===== src/rtl/adder4bit_ufa.sv =====
// Registered 4-bit unsigned ripple-carry adder slice, built from full-adder cells
// (two half adders plus an OR); sum and carry-out appear one clock after the operands.

module adder4bit_ufa_ha (
    input  logic a,
    input  logic b,
    output logic s,
    output logic c
);
    assign s = a ^ b;
    assign c = a & b;
endmodule

module adder4bit_ufa_fa (
    input  logic a,
    input  logic b,
    input  logic cin,
    output logic s,
    output logic cout
);
    logic s1_s;
    logic c1_s;
    logic c2_s;

    adder4bit_ufa_ha u_ha0 (.a(a),    .b(b),   .s(s1_s), .c(c1_s));
    adder4bit_ufa_ha u_ha1 (.a(s1_s), .b(cin), .s(s),    .c(c2_s));

    assign cout = c1_s | c2_s;
endmodule

module adder4bit_ufa (
    input  logic       clk,
    input  logic       rst_n,
    input  logic [3:0] p,
    input  logic [3:0] q,
    output logic [3:0] r,
    output logic       carry
);
    logic [4:0] chain_s;
    logic [3:0] sum_s;
    logic [3:0] r_d;
    logic [3:0] r_q;
    logic       carry_d;
    logic       carry_q;

    // Stage 0 has no carry-in; the carry out of stage 3 becomes the fifth result bit.
    assign chain_s[0] = 1'b0;

    genvar i;
    generate
        for (i = 0; i < 4; i++) begin : g_stage
            adder4bit_ufa_fa u_fa (
                .a    (p[i]),
                .b    (q[i]),
                .cin  (chain_s[i]),
                .s    (sum_s[i]),
                .cout (chain_s[i+1])
            );
        end
    endgenerate

    // Next-state of the result registers: the ripple chain output, loaded every cycle.
    always_comb begin
        r_d     = sum_s;
        carry_d = chain_s[4];
    end

    // Result registers, cleared immediately by reset regardless of clk.
    always_ff @(posedge clk or negedge rst_n) begin
        if (!rst_n) begin
            r_q     <= 4'h0;
            carry_q <= 1'b0;
        end else begin
            r_q     <= r_d;
            carry_q <= carry_d;
        end
    end

    assign r     = r_q;
    assign carry = carry_q;
endmodule


===== config.mk =====
export PLATFORM = sky130hd
export DESIGN_NAME = adder4bit_ufa
export DESIGN_NICKNAME = d
export VERILOG_FILES = /design/src/rtl/adder4bit_ufa.sv
export SDC_FILE = /design/constraint.sdc
export NUM_CORES = 1
export LEC_CHECK = 0
export ABC_AREA = 1
export ABC_CLOCK_PERIOD_IN_PS = 800
export CAP_MARGIN = 10
export CORE_AREA = 2 2 39 41
export CTS_CLUSTER_SIZE = 30
export DETAILED_ROUTE_END_ITERATION = 8
export DIE_AREA = 0 0 41 43
export SYNTH_ARGS = -nofsm -noshare
export SYNTH_HDL_FRONTEND = slang
export SYNTH_SLANG_ARGS = --single-unit

===== constraint.sdc =====
create_clock -name clk -period 0.8 [get_ports clk]
set_clock_uncertainty 0.05 [all_clocks]
set_input_delay 0.16 -clock clk [delete_from_list [all_inputs] [get_ports clk]]
set_output_delay 0.16 -clock clk [all_outputs]
set_load 0.1 [all_outputs]

==> results.py <==
metrics = {
    "die": {
        "pin_count": 15,
        "core_area_mm2": 0.00138,
        "fp.dieW_um": 41,
        "die_h_um": 43,
        "start_util": 0.156,
        "row_count": 14,
        "die_area_mm2": 0.00176,
    },
    "sta": {
        "hold_violations": 0,
        "finalSetupTns_ns": -2.91,
        "fin_crit_sh": 1.88,
        "rsz0062_at_grt": "true",
        "fmax_ghz": 0.665,
        "setup_viol": 8,
        "worst_pin_slew_ns": 0.210,
        "slew_headroom": 0.859,
        "setup_slack_ns": -0.705,
        "drv_slew": 0,
        "period_minus_slack_ns": 1.50,
    },
    "setup_path": {
        "path_class": "input pin to register",
        "crit_end": "r[3]$_DFF_PN0_",
        "endpoint_kind": "register",
        "path_max_fanout": 1,
        "cp_data_arrival_time_ns": 1.63,
        "cp_data_required_time_ns": 0.92,
        "crit_start": "p[0]",
        "crit_path_start_kind": "input pin",
    },
    "clock_tree": {
        "htreeDepth": 1,
        "cts-root-buf": "clkbuf_4",
        "cts_buffers": 3,
        "clock-sinks": 5,
        "cts_buffer_depth": 2,
        "ctsHoldBuffers": 0,
        "cts_tree": "yes",
        "post-cts-setup-buffer-count": 0,
        "clkTransAtPathRegs_ns": 0.04,
    },
    "min_path": {
        "hp-class": "input pin to async pin",
    },
    "finish": {
        "fin_cells": 48,
        "syn2layout_area_growth_pct": 125,
        "antenna_cells": 0,
        "design_area_um2": 487,
        "drive_gt1_frac": 0.594,
        "nets": 47,
        "final_cell_mix": "5 x clkdlybuf4s50_1, 5 x buf_12, 4 x inv_1, 4 x dfrtp_4, 3 x clkbuf_4",
    },
    "route": {
        "detailedRoute.firstPassIterationCount": 1,
        "wl_per_cell_um": 9.23,
        "dr_total_vias": 164,
        "wirelength_um": 443,
        "route.detailed.drc": 0,
        "viasPerCell": 3.42,
        "initialDrtViolationCount": 0,
        "postRouteAntennaNets": 0,
    },
    "synthesis": {
        "ys_warn_count": 0,
        "yosysTopAreaCell": "dfrtp_1",
        "syn_nets": 28,
        "syn_area_per_cell_um2": 15.5,
        "synth_top_area_frac": 0.578,
        "synthesis.area_um2": 216,
        "synth_area_leaders": "dfrtp_1 58%, fa_1 28%, inv_1 8.7%",
        "ys_types": 4,
        "synth-seq-cells": 5,
        "ys_seq_area_frac": 0.578,
        "synthCells": 14,
    },
    "global_route": {
        "grt_first_pass_wirelength_um": 800,
        "grt_pass1_vias": 210,
        "grt_use_total": 0.0783,
        "grt_max_degree": 6,
        "gr-total-overflow": 0,
        "grt_antenna_before_repair": 0,
    },
    "status": {
        "status": "finished, violations left",
        "violations": "setup timing",
    },
    "power": {
        "ir_worst_vdd_v": 0.000756,
        "p_per_area_mw_per_mm2": 2380,
        "finalPower_mw": 1.16,
        "p_leak_nw": 0.212,
    },
    "run": {
        "maxCapViolCount": 0,
    },
    "place": {
        "dpl-instance-area_um2": 459,
        "place_congestion": 0.642,
        "pre_cts_slack_ns": -1.37,
        "io_buffers": 14,
        "dp.cells": 44,
    },
}
## layer usage
layer / wire (µm) / share of wire / track usage
met1: 148 / 0.33 / 0.0738
met2: 225 / 0.51 / 0.106
met3: 69 / 0.16 / 0.0314
met4: 0 / 0 / 0.100
met5: 0 / 0 / 0
## power by group
part	leakage (nW)	switching (mW)	total, mW	internal (mW)
clock network	0.0150	0.0967	0.285	0.188
logic	0.143	0.330	0.535	0.204
registers	0.0547	0.0299	0.338	0.308
## flip-flops by register name, summed over array words and instances, names as in the netlist
name / flops
carry: 1
r: 4
## metrics by stage
step                hold WS, ns   util
global route             0.0896  0.352
floorplan                -0.186      -
detailed placement        0.338  0.332
global placement          0.330  0.332
CTS                      0.0823  0.351
finish                   0.0860  0.352
## cell type report
type / count / area, µm²
fillers: 133 / 897
well taps: 16 / 20.0
inverters: 5 / 18.8
flip-flops and latches: 5 / 140
clock buffers: 4 / 26.3
repair buffers: 14 / 191
multi-input cells: 4 / 90.1
## synthesized netlist by cell type
master and n:
fa_1 3, dfrtp_1 5, inv_1 5, ha_1 1
## kinds of logic after synthesis
family / count (synthesis) / share of synthesized area
adder cells (fa/ha/maj): 4 / 0.335
buffers and inverters: 5 / 0.0867
flip-flops: 5 / 0.578
## worst max-delay path: stages
cell and delay [ns]:
buf_8 0.10, ha_4 0.14, fa_2 0.34, fa_2 0.36, inv_2 0.06, fa_1 0.40
inv_1 0.07
## timing repair
item,4_1_cts,5_1_grt
setup endpoints to repair,10,9
hold endpoints to repair,0,0
pin swaps,4,4
resized for setup,12,4
## worst min-delay path by stage
stage          slack (ns)  cells past startpoint              end  start
2_1_floorplan       -0.19                      0   r[3]$_DFF_PN0_  rst_n
3_3_place_gp         0.33                      1   r[3]$_DFF_PN0_  rst_n
3_5_place_dp         0.34                      1   r[0]$_DFF_PN0_  rst_n
4_1_cts              0.08                      1  carry$_DFF_PN0_  rst_n
5_1_grt              0.09                      2   r[0]$_DFF_PN0_   p[0]
6_report             0.09                      1   r[1]$_DFF_PN0_  rst_n
(Power assumes the default switching activity.)
